<file path="src/rtl/hazard_control_unit.sv">
// Hazard and stall controller for the 5-stage RISC-V pipeline: load-use bubbles,
// taken-branch flushes and data-memory waits with a timeout into a sticky error state.
module hazard_control_unit #(
    parameter int MEM_TIMEOUT = 64,
    parameter int CNT_W       = 16
) (
    input  logic             clk,
    input  logic             rst_n,
    input  logic [4:0]       id_raddr1,
    input  logic [4:0]       id_raddr2,
    input  logic             id_uses_rs1,
    input  logic             id_uses_rs2,
    input  logic             id_ex_mem_read,
    input  logic [4:0]       id_ex_waddr,
    input  logic             ex_branch_taken,
    input  logic             mem_req,
    input  logic             mem_ready,
    output logic             pc_write,
    output logic             if_id_write,
    output logic             if_id_flush,
    output logic             id_ex_write,
    output logic             id_ex_flush,
    output logic             ex_mem_write,
    output logic             mem_wb_flush,
    output logic             mem_timeout,
    output logic [CNT_W-1:0] stall_count
);

    localparam logic [1:0]  RUN_ST      = 2'd0;
    localparam logic [1:0]  MEM_WAIT_ST = 2'd1;
    localparam logic [1:0]  ERROR_ST    = 2'd2;
    localparam logic [15:0] TIMEOUT_C   = 16'(MEM_TIMEOUT);

    logic [1:0]       state_r;
    logic [1:0]       state_nxt_s;
    logic [15:0]      wait_cnt_r;
    logic [15:0]      wait_cnt_nxt_s;
    logic             mem_timeout_r;
    logic             mem_timeout_nxt_s;
    logic [CNT_W-1:0] stall_count_r;
    logic             load_use_s;
    logic             pc_write_s;
    logic             if_id_write_s;
    logic             if_id_flush_s;
    logic             id_ex_write_s;
    logic             id_ex_flush_s;
    logic             ex_mem_write_s;
    logic             mem_wb_flush_s;

    // x0 never carries a real dependency, so a load targeting it cannot cause a hazard.
    function automatic logic load_use_match(
        input logic       mem_read,
        input logic [4:0] waddr,
        input logic       use1,
        input logic [4:0] raddr1,
        input logic       use2,
        input logic [4:0] raddr2
    );
        load_use_match = mem_read && (waddr != 5'd0) &&
                         ((use1 && (raddr1 == waddr)) || (use2 && (raddr2 == waddr)));
    endfunction

    assign load_use_s = load_use_match(id_ex_mem_read, id_ex_waddr, id_uses_rs1,
                                       id_raddr1, id_uses_rs2, id_raddr2);

    // Next-state and pipeline control decode; memory wait outranks branch, branch outranks load-use.
    always_comb begin
        state_nxt_s       = state_r;
        wait_cnt_nxt_s    = wait_cnt_r;
        mem_timeout_nxt_s = mem_timeout_r;
        pc_write_s        = 1'b1;
        if_id_write_s     = 1'b1;
        if_id_flush_s     = 1'b0;
        id_ex_write_s     = 1'b1;
        id_ex_flush_s     = 1'b0;
        ex_mem_write_s    = 1'b1;
        mem_wb_flush_s    = 1'b0;
        case (state_r)
            RUN_ST: begin
                wait_cnt_nxt_s = 16'd0;
                if (mem_req && !mem_ready) begin
                    pc_write_s     = 1'b0;
                    if_id_write_s  = 1'b0;
                    id_ex_write_s  = 1'b0;
                    ex_mem_write_s = 1'b0;
                    mem_wb_flush_s = 1'b1;
                    state_nxt_s    = MEM_WAIT_ST;
                    wait_cnt_nxt_s = 16'd1;
                end else if (ex_branch_taken) begin
                    if_id_flush_s = 1'b1;
                    id_ex_flush_s = 1'b1;
                end else if (load_use_s) begin
                    pc_write_s    = 1'b0;
                    if_id_write_s = 1'b0;
                    id_ex_flush_s = 1'b1;
                end else begin
                    state_nxt_s = RUN_ST;
                end
            end
            MEM_WAIT_ST: begin
                if (mem_ready) begin
                    // A branch held in EX by the freeze takes effect as the pipeline restarts.
                    if (ex_branch_taken) begin
                        if_id_flush_s = 1'b1;
                        id_ex_flush_s = 1'b1;
                    end else begin
                        if_id_flush_s = 1'b0;
                    end
                    state_nxt_s    = RUN_ST;
                    wait_cnt_nxt_s = 16'd0;
                end else begin
                    pc_write_s     = 1'b0;
                    if_id_write_s  = 1'b0;
                    id_ex_write_s  = 1'b0;
                    ex_mem_write_s = 1'b0;
                    mem_wb_flush_s = 1'b1;
                    if (wait_cnt_r == TIMEOUT_C) begin
                        state_nxt_s       = ERROR_ST;
                        mem_timeout_nxt_s = 1'b1;
                    end else begin
                        wait_cnt_nxt_s = wait_cnt_r + 16'd1;
                    end
                end
            end
            ERROR_ST: begin
                pc_write_s        = 1'b0;
                if_id_write_s     = 1'b0;
                id_ex_write_s     = 1'b0;
                ex_mem_write_s    = 1'b0;
                mem_wb_flush_s    = 1'b1;
                mem_timeout_nxt_s = 1'b1;
            end
            default: begin
                pc_write_s     = 1'b0;
                if_id_write_s  = 1'b0;
                id_ex_write_s  = 1'b0;
                ex_mem_write_s = 1'b0;
                mem_wb_flush_s = 1'b1;
                state_nxt_s    = RUN_ST;
                wait_cnt_nxt_s = 16'd0;
            end
        endcase
    end

    // State, wait counter and sticky timeout flag.
    always_ff @(posedge clk or negedge rst_n) begin
        if (!rst_n) begin
            state_r       <= RUN_ST;
            wait_cnt_r    <= 16'd0;
            mem_timeout_r <= 1'b0;
        end else begin
            state_r       <= state_nxt_s;
            wait_cnt_r    <= wait_cnt_nxt_s;
            mem_timeout_r <= mem_timeout_nxt_s;
        end
    end

    // Saturating count of cycles in which the PC did not advance, excluding the error state.
    always_ff @(posedge clk or negedge rst_n) begin
        if (!rst_n) begin
            stall_count_r <= {CNT_W{1'b0}};
        end else if ((state_r != ERROR_ST) && !pc_write_s &&
                     (stall_count_r != {CNT_W{1'b1}})) begin
            stall_count_r <= stall_count_r + CNT_W'(1);
        end else begin
            stall_count_r <= stall_count_r;
        end
    end

    // Controls are gated by rst_n so the pipeline is held quiet for the whole reset pulse.
    assign pc_write     = rst_n & pc_write_s;
    assign if_id_write  = rst_n & if_id_write_s;
    assign if_id_flush  = rst_n & if_id_flush_s;
    assign id_ex_write  = rst_n & id_ex_write_s;
    assign id_ex_flush  = rst_n & id_ex_flush_s;
    assign ex_mem_write = rst_n & ex_mem_write_s;
    assign mem_wb_flush = rst_n & mem_wb_flush_s;
    assign mem_timeout  = mem_timeout_r;
    assign stall_count  = stall_count_r;

endmodule
</file>
<file path="config.mk">
export PLATFORM = sky130hd
export DESIGN_NAME = hazard_control_unit
export DESIGN_NICKNAME = d
export VERILOG_FILES = /design/src/rtl/hazard_control_unit.sv
export SDC_FILE = /design/constraint.sdc
export NUM_CORES = 1
export LEC_CHECK = 0
export BUFFER_PORTS_ARGS = -buffer_cell sky130_fd_sc_hd__clkbuf_2
export CAP_MARGIN = 20
export CORE_MARGIN = 1
export CORE_UTILIZATION = 48
export CTS_BUF_LIST = sky130_fd_sc_hd__clkbuf_8 sky130_fd_sc_hd__clkbuf_16
export CTS_CLUSTER_SIZE = 12
export DETAILED_ROUTE_END_ITERATION = 6
export HOLD_SLACK_MARGIN = 0.02
export MAX_ROUTING_LAYER = met4
export PLACE_DENSITY_LB_ADDON = 0.1
export SLEW_MARGIN = 25
export SYNTH_ARGS = -nofsm -noshare
export SYNTH_HDL_FRONTEND = slang
export SYNTH_SLANG_ARGS = --single-unit
</file>
<file path="constraint.sdc">
create_clock -name clk -period 1.8 [get_ports clk]
set_input_delay 0.09 -clock clk [delete_from_list [all_inputs] [get_ports clk]]
set_output_delay 0.09 -clock clk [all_outputs]
set_load 0.005 [all_outputs]
</file>
==> results of run 1 <==
==> per-stage QoR <==
step	setup WS, ns	cells	setup TNS (ns)	power (mW)	hold WS (ns)
6_report	-0.0687	348	-0.220	1.92	0.0908
3_3_place_gp	0.00449	334	0	1.33	0.00973
2_1_floorplan	0.0223	213	0	1.13	-0.206
5_1_grt	-0.138	348	-1.71	2.02	0.104
3_5_place_dp	-0.0325	334	-0.0846	1.33	0.0113
4_1_cts	-0.0228	349	-0.0432	1.93	0.0898
==> flip-flops by register name (all words and copies together) (netlist names) <==
| name | flops |
|---|---|
| mem_timeout | 1 |
| state_r | 2 |
| wait_cnt_r | 16 |
| stall_count | 16 |
==> kinds of logic (layout without fill, tap and decap cells) <==
family,Yosys count,after routing,share of synthesized area
flops,35,35,0.429
compound gates,28,28,0.0931
buf+inv,16,101,0.0459
fa+ha+maj,3,3,0.0184
simple gates,95,95,0.258
mux,2,2,0.0104
xor+xnor,34,34,0.146
==> cell usage after synthesis, drive strengths merged <==
master and n:
a2111oi 1, a21boi 1, a21oi 6, a221o 1, a31oi 2, a32o 1, a41oi 1, and3 6
and4 1, and4bb 1, buf 5, clkbuf 1, dfrtp 35, dlymetal6s2s 1, ha 3, inv 9
mux2 1, mux2i 1, nand2 18, nand3 9, nand4 8, nor2 22, nor2b 4, nor3 10
nor3b 2, nor4 8, nor4b 2, o2111a 1, o211ai 1, o21ai 10, o22ai 1, o31ai 2
or2 1, or3 3, xnor2 15, xor2 19
==> cell type report <==
class                      count  area, µm²
timing repair buffer          84        522
inverter                       9       33.8
multi-input combinational    162       1180
fill                         344       1300
sequential                    35        876
tap                           50       62.6
clock buffer                   5       68.8
clock inverter                 3       20.0
==> where the power goes <==
part           internal, mW  total, mW  switching [mW]
combinational         0.217      0.417           0.200
clock                 0.269      0.578           0.309
sequential            0.853      0.922          0.0692
total                  1.34       1.92           0.578
==> final timing paths <==
kind,from,end,slack (ns),cells after the start
max in group asynchronous,rst_n,state_r[1]$_DFFE_PN0P_,0.93,3
setup / recovery,wait_cnt_r[0]$_DFFE_PN0P_,wait_cnt_r[10]$_DFFE_PN0P_,-0.07,8
setup reg to reg,wait_cnt_r[0]$_DFFE_PN0P_,wait_cnt_r[10]$_DFFE_PN0P_,-0.07,8
hold / removal,mem_ready,state_r[0]$_DFFE_PN0P_,0.09,2
hold reg to reg,mem_timeout$_DFFE_PN0P_,mem_timeout$_DFFE_PN0P_,0.47,1
min in group asynchronous,rst_n,state_r[0]$_DFFE_PN0P_,0.24,2
==> worst max-delay path, cell delays in order, from the launching register on <==
cell and delay (ns):
dfrtp_1 0.38, inv_2 0.06, ha_4 0.15, and4bb_1 0.22, a41oi_4 0.25, buf_6 0.15
o21ai_4 0.08, or3_4 0.40, a21oi_2 0.11
==> layout by cell type (no fill, tap or decap), types with 2 or more instances in the layout <==
cell and count:
nand4_1 8, nand3_1 9, inv_2 2, dfrtp_1 35, or3_1 2, nand2_1 17, clkbuf_8 5, inv_1 7
o21ai_0 9, nor4_1 3, clkbuf_2 46, a31oi_1 2, and3_1 4, a21oi_1 5, nor2b_1 3, o31ai_1 2
xnor2_2 3, nor2_1 20, clkinvlp_4 2, xor2_1 19, ha_1 2, xnor2_1 12, nor4_2 3, nor3_1 10
nor4_4 2, buf_4 36
==> what timing repair did <==
action                                  in CTS  in global routing
buffers inserted                             6                  1
hold endpoints to repair                    11                  0
endpoints found under the setup margin       7                 27
gates resized for setup                      5                 14
gates cloned                                 0                  0
pin swaps                                    3                  8
hold buffers                                 1                  0
==> per-layer routing <==
layer  part of all wire  vias up  GRT usage  wire (µm)
met5                  0        -          -          0
met4              0.016        0     0.0957         78
met3              0.049        8     0.0439        233
met2               0.49       57      0.374       2320
met1               0.45      888      0.277       2140
li1                   -      918          -          -
==> metrics.md, run 1 <==
| Metric | Value |
|---|---|
| GR Util All Layers | 0.230 |
| Cell taking the most area after synthesis | dfrtp_1 |
| Share of the synthesized area in the top cell type | 0.429 |
| WS Path Type | reg2reg |
| Largest net degree at the start of global routing | 25 |
| First-pass GRT wire length | around 7.4 mm |
| Syn Inst Count | 213 |
| Crit path arrival time | roughly 2.1 ns |
| Fin crit share | 1.04 |
| Unrepaired setup endpoints after global routing | true |
| Area Overhead vs Synth | 35.1% |
| Fmax | between 500 and 600 MHz |
| Power per cell area | between 600 and 700 nW/µm² |
| Drt drc | 0 |
| Port Buffers | 46 |
| Cts bufs inserted | 5 |
| Mapped cell area | slightly above 2000 µm² |
| DR WL/cell | between 10 and 15 µm |
| Vias | 1871 |
| Area contributors post-synth | dfrtp_1 43%, xor2_1 8.1%, xnor2_1 6.4% |
| Hold crit path type | in2reg |
| Die X | just under 70 µm |
| Clock Path Buffers | 2 |
| Final min period | about 1.9 ns |
| Worst setup SP type | flip-flop |
| Final net count | ~320 |
| Sequential-to-total area share from yosys stat | 0.429 |
| Initial Util | 0.504 |
| I/O Pins | 47 |
| VDD IR-drop max | between 0.7 and 0.8 mV |
| CORE AREA | between 4000 and 5000 µm² |
| Placement Rows | 23 |
| Critical Path End Type | flip-flop |
| Initial antenna violation count | 0 |
| Final Hold Fails | 0 |
| Depth of the CTS H-tree | 2 |
| Failing checks | negative setup slack |
| Max-slew headroom | 0.741 |
| Antenna Nets Post-Route | 0 |
| Share of post-route cells with drive strength above 1 | 0.393 |
| CTS Root Cell | clkbuf_8 |
| Die area | 4520 µm² |
| Vias per cell | between 5 and 6 |
| Clock latency on the worst-skew pair | ~0.29 ns |
| Crit path max fanout | 8 |
| Maxcap violations | 0 |
| Chip Height | 67.2 µm |
| Post-Route WL | about 4.8 mm |
| Leakage Power | between 1 and 1.5 nW |
| Syn avg cell area | around 9.6 µm² |
| # diodes | 0 |
| Setup Viol. Count Final | 5 |
| CP required | 2.02 ns |
| Syn. warnings | 0 |
| DP Wirelength | roughly 3.4 mm |
| Unique cell type count in the Yosys netlist | 46 |
| Placed inst area | roughly 2500 µm² |
| CTS tree | built |
| Fin. max-slew vios | 0 |
| Initial DRC Count | 54 |
| Post-route cell area | ~2800 µm² |
| Post-route setup slack | -0.0687 ns |
| Skew final | about 0.003 ns |
| Slew @ Worst Pin | between 0.3 and 0.4 ns |
| Status | complete, but fails checks |
| Number of global-route vias before repair | around 1.7k |
| Syn_nets | between 200 and 250 |
| Grt total ovfl | 0 |
| Routability Congestion | approximately 0.86 |
| Final Util | 0.680 |
| Seq cells post-synth | 35 |
| Pre-antenna DRT Iters | 4 |
| Worst-path clk slew | about 0.080 ns |
| TritonCTS Sinks | 35 |
(Power assumes the default switching activity.)
==> run 2, diff against run 1 <==
--- a/config.mk
+++ b/config.mk
@@ -7,14 +7,17 @@
 export LEC_CHECK = 0
 export BUFFER_PORTS_ARGS = -buffer_cell sky130_fd_sc_hd__clkbuf_2
 export CAP_MARGIN = 20
+export CELL_PAD_IN_SITES_DETAIL_PLACEMENT = 1
+export CELL_PAD_IN_SITES_GLOBAL_PLACEMENT = 1
 export CORE_MARGIN = 1
-export CORE_UTILIZATION = 48
+export CORE_UTILIZATION = 37
 export CTS_BUF_LIST = sky130_fd_sc_hd__clkbuf_8 sky130_fd_sc_hd__clkbuf_16
 export CTS_CLUSTER_SIZE = 12
 export DETAILED_ROUTE_END_ITERATION = 6
 export HOLD_SLACK_MARGIN = 0.02
 export MAX_ROUTING_LAYER = met4
 export PLACE_DENSITY_LB_ADDON = 0.1
+export REMOVE_ABC_BUFFERS = 1
 export SLEW_MARGIN = 25
 export SYNTH_ARGS = -nofsm -noshare
 export SYNTH_HDL_FRONTEND = slang
==> metrics.md, run 2 (synthesized netlist as in run 1, its figures left out) <==
| Metric | Value |
|---|---|
| Skew final | approximately 0.0042 ns |
| VDD IR-drop max | ~0.77 mV |
| Depth of the CTS H-tree | 2 |
| Worst path bufs/invs | 2 |
| Clock Path Buffers | 2 |
| Final Non-Filler Cells | between 300 and 400 |
| Antenna Nets Post-Route | 0 |
| Worst-path clk slew | around 0.070 ns |
| Setup Viol. Count Final | 15 |
| DR WL/cell | 16.1 µm |
| CP Cell Sequence | inv_2, ha_4, and4bb_1, a41oi_2, buf_4, o21ai_4, or3_4, a21oi_2 |
| Switch share | 0.285 |
| Register area | just under 900 µm² |
| Worst setup SP type | flip-flop |
| Area occupied by multi-input gates | ~1200 µm² |
| Area Overhead vs Synth | 43.3% |
| Initial antenna violation count | 0 |
| Slew @ Worst Pin | ~0.35 ns |
| Share of post-route cells with drive strength above 1 | 0.449 |
| Critical Path End Type | flip-flop |
| Grt total ovfl | 0 |
| CORE AREA | approximately 5200 µm² |
| Die area | about 5800 µm² |
| Comb power frac | 0.224 |
| First-pass GRT wire length | about 9.4 mm |
| Final min period | approximately 1.9 ns |
| Unrepaired setup endpoints after global routing | true |
| Max-slew headroom | 0.766 |
| Fin. max-slew vios | 0 |
| WS Path Type | reg2reg |
| TritonCTS Sinks | 35 |
| Initial DRC Count | between 70 and 80 |
| Post-route setup slack | -0.117 ns |
| DP Wirelength | about 4 mm |
| Commonest non-fill, non-tap cell in the layout | clkbuf_2 |
| Pre-antenna DRT Iters | 4 |
| Port Buffers | between 40 and 50 |
| Routability Congestion | between 0.7 and 0.8 |
| Commonest cells after routing, fill and taps aside | 46 x clkbuf_2, 37 x buf_4, 33 x dfrtp_1, 19 x nor2_1, 19 x xor2_1 |
| Slowest stage cell on the critical path | dfrtp_1 |
| Clock latency on the worst-skew pair | between 0.2 and 0.3 ns |
| Cts bufs inserted | 5 |
| I/O Pins | between 40 and 50 |
| Leakage Power | 1.37 nW |
| Placed Cells | about 360 |
| Status | complete, but fails checks |
| # diodes | 0 |
| Power per cell area | around 700 nW/µm² |
| Post-Route WL | about 6.0 mm |
| Chip Height | ~76 µm |
| GR Util All Layers | 0.210 |
| Fillers | approximately 610 |
| Maxcap violations | 0 |
| Vias | 1936 |
| Crit path arrival time | roughly 2.1 ns |
| Final Hold Fails | 0 |
| Flop pwr share | 0.446 |
| Placed inst area | 2600 µm² |
| Critical path's largest stage delay | ~0.38 ns |
| CTS Root Cell | clkbuf_8 |
| Sw Pwr | ~0.6 mW |
| Number of global-route vias before repair | just over 2k |
| CP required | 2.01 ns |
| CTS tree | built |
| Placement Rows | 26 |
| Failing checks | negative setup slack |
| Die X | about 76 µm |
| Drt drc | 0 |
| Clk pwr share | 0.330 |
| CP delay by family, top | simple AND/OR/NAND/NOR gates |
| Vias per cell | 5.19 |
| Post-route cell area | about 2900 µm² |
| Largest net degree at the start of global routing | 26 |
| Crit path max fanout | 8 |
| Fmax | around 520 MHz |
| Fin crit share | 1.07 |
| Int Power | ~1.5 mW |
| Hold crit path type | in2reg |
| Final net count | roughly 330 |
| Initial Util | 0.393 |
[run 2: cell types whose count changed in the layout (fill, tap and decap cells not counted), sizes merged]
cell	previous run	this run
bufinv	0	1
inv	9	10
clkinv	1	0
clkinvlp	2	0
buf	37	43
[run 2: final cells by class]
cell class | count | share of cell area
sequential | 35 | 0.300
multi-input combinational | 162 | 0.418
inverter | 9 | 0.0115
timing repair buffer | 90 | 0.206
clock buffer | 5 | 0.0235
clock inverter | 2 | 0.0115
tap | 70 | 0.0299
[run 2: worst register-to-register path, cell delays in order, from the launching register on]
cell	delay [ns]
dfrtp_1	0.38
inv_2	0.07
ha_4	0.15
and4bb_1	0.24
a41oi_2	0.21
buf_4	0.17
o21ai_4	0.08
or3_4	0.38
a21oi_2	0.16
[run 2: final timing paths]
check                                     startpoint                    endpoint  slack (ns)  cells past startpoint
hold reg to reg              mem_timeout$_DFFE_PN0P_     mem_timeout$_DFFE_PN0P_        0.48                      1
max in group asynchronous                      rst_n      state_r[1]$_DFFE_PN0P_        0.90                      3
setup / recovery           wait_cnt_r[0]$_DFFE_PN0P_  wait_cnt_r[10]$_DFFE_PN0P_       -0.12                      8
setup reg to reg           wait_cnt_r[0]$_DFFE_PN0P_  wait_cnt_r[10]$_DFFE_PN0P_       -0.12                      8
hold / removal                             mem_ready      state_r[0]$_DFFE_PN0P_         0.1                      2
min in group asynchronous                      rst_n   wait_cnt_r[0]$_DFFE_PN0P_        0.23                      2
[run 2: power by group through the flow]
stage	logic, mW	clock network (mW)	registers (mW)
after floorplan	0.164	0	0.950
after global placement	0.416	0	0.935
after detailed placement	0.427	0	0.940
after CTS	0.445	0.700	0.927
after global routing	0.519	0.737	0.946
final	0.468	0.688	0.932
[run 2: routing by layer]
metal / global-route usage / vias up / part of all wire / wire length, µm
met5: - / - / 0 / 0
met4: 0.0635 / 0 / 0.018 / 107
met3: 0.0443 / 10 / 0.042 / 251
met2: 0.365 / 59 / 0.54 / 3210
met1: 0.241 / 944 / 0.41 / 2430
li1: - / 923 / - / -
[run 2: what timing repair did]
item	CTS	global route
setup buffers	4	3
gates resized for setup	16	29
hold buffers	1	0
pin swaps	8	18
hold endpoints to repair	10	0
setup endpoints to repair	15	36
[run 2: per-stage QoR]
step	setup WS [ns]	util	setup TNS (ns)	total power, mW	hold slack [ns]
after floorplan	-0.0321	-	-0.0321	1.11	-0.206
after global placement	-0.0532	0.499	-0.0988	1.35	-0.000888
after detailed placement	-0.0960	0.499	-0.543	1.37	0.00738
after CTS	-0.0514	0.538	-0.0630	2.07	0.0999
after global routing	-0.159	0.563	-1.99	2.20	0.101
final	-0.117	0.563	-0.758	2.09	0.0961
==> run 3, diff against run 2 <==
==> constraint.sdc (replaced) <==
create_clock -name clk -period 1.8 [get_ports clk]
set_input_delay 0.36 -clock clk [delete_from_list [all_inputs] [get_ports clk]]
set_output_delay 0.36 -clock clk [all_outputs]
set_load 0.005 [all_outputs]
==> metrics.md, run 3 (synthesized netlist as in run 1, its figures left out) <==
| Metric | Value |
|---|---|
| Status | complete, but fails checks |
| Failing checks | negative setup slack |
| Fin. max-slew vios | 0 |
| Commonest non-fill, non-tap cell in the layout | buf_4 |
| CTS tree | built |
| TritonCTS Sinks | 35 |
| First-pass GRT wire length | around 9.2 mm |
| DR WL/cell | approximately 14 µm |
| # diodes | 0 |
| Pwr Total | approximately 2.1 mW |
| Drt drc | 0 |
| Final Non-Filler Cells | between 300 and 400 |
| CORE AREA | roughly 5200 µm² |
| Fillers | between 600 and 700 |
| Skew final | 0.00658 ns |
| GR Util All Layers | 0.204 |
| Clock latency on the worst-skew pair | between 0.2 and 0.3 ns |
| Placement Rows | 26 |
| Hold crit path type | in2async |
| Final net count | about 340 |
| Setup Viol. Count Final | 17 |
| Worst-path clk slew | approximately 0.070 ns |
| Power per cell area | approximately 740 nW/µm² |
| Grt total ovfl | 0 |
| Largest net degree at the start of global routing | 24 |
| CP required | about 1.4 ns |
| Vias per cell | about 5.0 |
| Placed inst area | approximately 2600 µm² |
| Depth of the CTS H-tree | 2 |
| WS Path Type | reg2out |
| Leakage Power | 1.40 nW |
| CP Cell Sequence | buf_6, buf_6, nor2_4, nor2_2, nor2_2, buf_4, and3_1, buf_2 |
| Post-route cell area | a little under 3000 µm² |
| Commonest cells after routing, fill and taps aside | 52 x buf_4, 44 x clkbuf_2, 35 x dfrtp_1, 19 x xor2_1 |
| Post-route setup slack | -0.0990 ns |
| Post-Route WL | about 5.5 mm |
| Cts bufs inserted | 5 |
| Final Util | 0.558 |
| Crit path max fanout | 6 |
| Routability Congestion | 0.794 |
| Register-to-Register Path Depth | 7 |
| Unrepaired setup endpoints after global routing | true |
| Setup TNS | -0.594 ns |
| Port Buffers | between 40 and 50 |
| Area Overhead vs Synth | 42.1% |
| CTS Root Cell | clkbuf_8 |
| Crit path arrival time | 1.54 ns |
| Initial Util | 0.393 |
| Clock Path Buffers | 2 |
| Pre-antenna DRT Iters | 4 |
| Share of post-route cells with drive strength above 1 | 0.430 |
| Number of global-route vias before repair | 1909 |
| Origin of the worst setup path | state_r[0]$_DFFE_PN0P_ |
| DP Wirelength | ~4.0 mm |
| Most used routing layer | met2 |
| Initial DRC Count | 59 |
| Vias | 1935 |
| Met1 Use GR | 0.272 |
| Slew @ Worst Pin | roughly 0.47 ns |
| VDD IR-drop max | between 0.4 and 0.5 mV |
| Maxcap violations | 0 |
| Register area | about 900 µm² |
| Critical path's largest stage delay | between 0.3 and 0.4 ns |
| Final min period | 1.90 ns |
| Die area | 5820 µm² |
| Slowest stage cell on the critical path | dfrtp_1 |
| Met2 Use GR | 0.324 |
| I/O Pins | 47 |
| Die X | 76.3 µm |
| Chip Height | 76.3 µm |
| Max-slew headroom | 0.684 |
| Critical Path End Type | output pin |
| Final Hold Fails | 0 |
| Fmax | roughly 530 MHz |
| Hold_buf cts | 0 |
| Antenna Nets Post-Route | 0 |
| Reg-to-Reg Start | state_r[1]$_DFFE_PN0P_ |
| Initial antenna violation count | 0 |
| Worst setup SP type | flip-flop |
| Area occupied by multi-input gates | between 1000 and 1500 µm² |
| GR Util met3 | 0.0371 |
| Fin crit share | 1.05 |
| Placed Cells | 364 |
## run 3: layout make-up
class | count | share of cell area
multi-input cells | 162 | 0.394
clock inverters | 2 | 0.0121
clock buffers | 6 | 0.0284
well taps | 70 | 0.0302
repair buffers | 100 | 0.222
inverters | 9 | 0.0116
flip-flops and latches | 35 | 0.302
## run 3: routing by layer
metal	vias to the layer above	wire (µm)
li1	948	-
met1	941	2650
met2	41	2580
met3	5	199
met4	0	54
met5	-	0
## run 3: per-stage QoR
stage	worst slack, ns	hold slack [ns]
after floorplan	-0.0321	0.0644
after global placement	-0.264	0.380
after detailed placement	-0.290	0.379
after CTS	-0.135	0.0757
after global routing	-0.181	0.0991
final	-0.0990	0.0807
## run 3: path summary, 6_finish.rpt
path / slack, ns / to
worst max-delay path: -0.1 / if_id_flush
worst min-delay path: 0.08 / wait_cnt_r[13]$_DFFE_PN0P_
worst max register to register: -0.04 / wait_cnt_r[2]$_DFFE_PN0P_
worst min register to register: 0.48 / mem_timeout$_DFFE_PN0P_
max in group asynchronous: 1.43 / wait_cnt_r[15]$_DFFE_PN0P_
min in group clk: 0.41 / state_r[0]$_DFFE_PN0P_
## run 3: power breakdown
group          total [mW]  switching [mW]  internal, mW  leakage (nW)
Combinational       0.477           0.221         0.255         0.869
Clock               0.748           0.300         0.448        0.0612
Sequential          0.919          0.0659         0.853         0.471
## run 3: critical path, delay by kind of cell (launching register included)
family / cells / cell delay, ns
flops: 1 / 0.39
simple gates: 4 / 0.39
buf+inv: 4 / 0.47
## run 3: repair_timing
action | in CTS | in global routing
endpoints found under the setup margin | 34 | 40
resized for setup | 11 | 13
gates cloned | 0 | 0
pin swaps | 7 | 5
buffers inserted | 11 | 1
endpoints found under the hold margin | 0 | 0
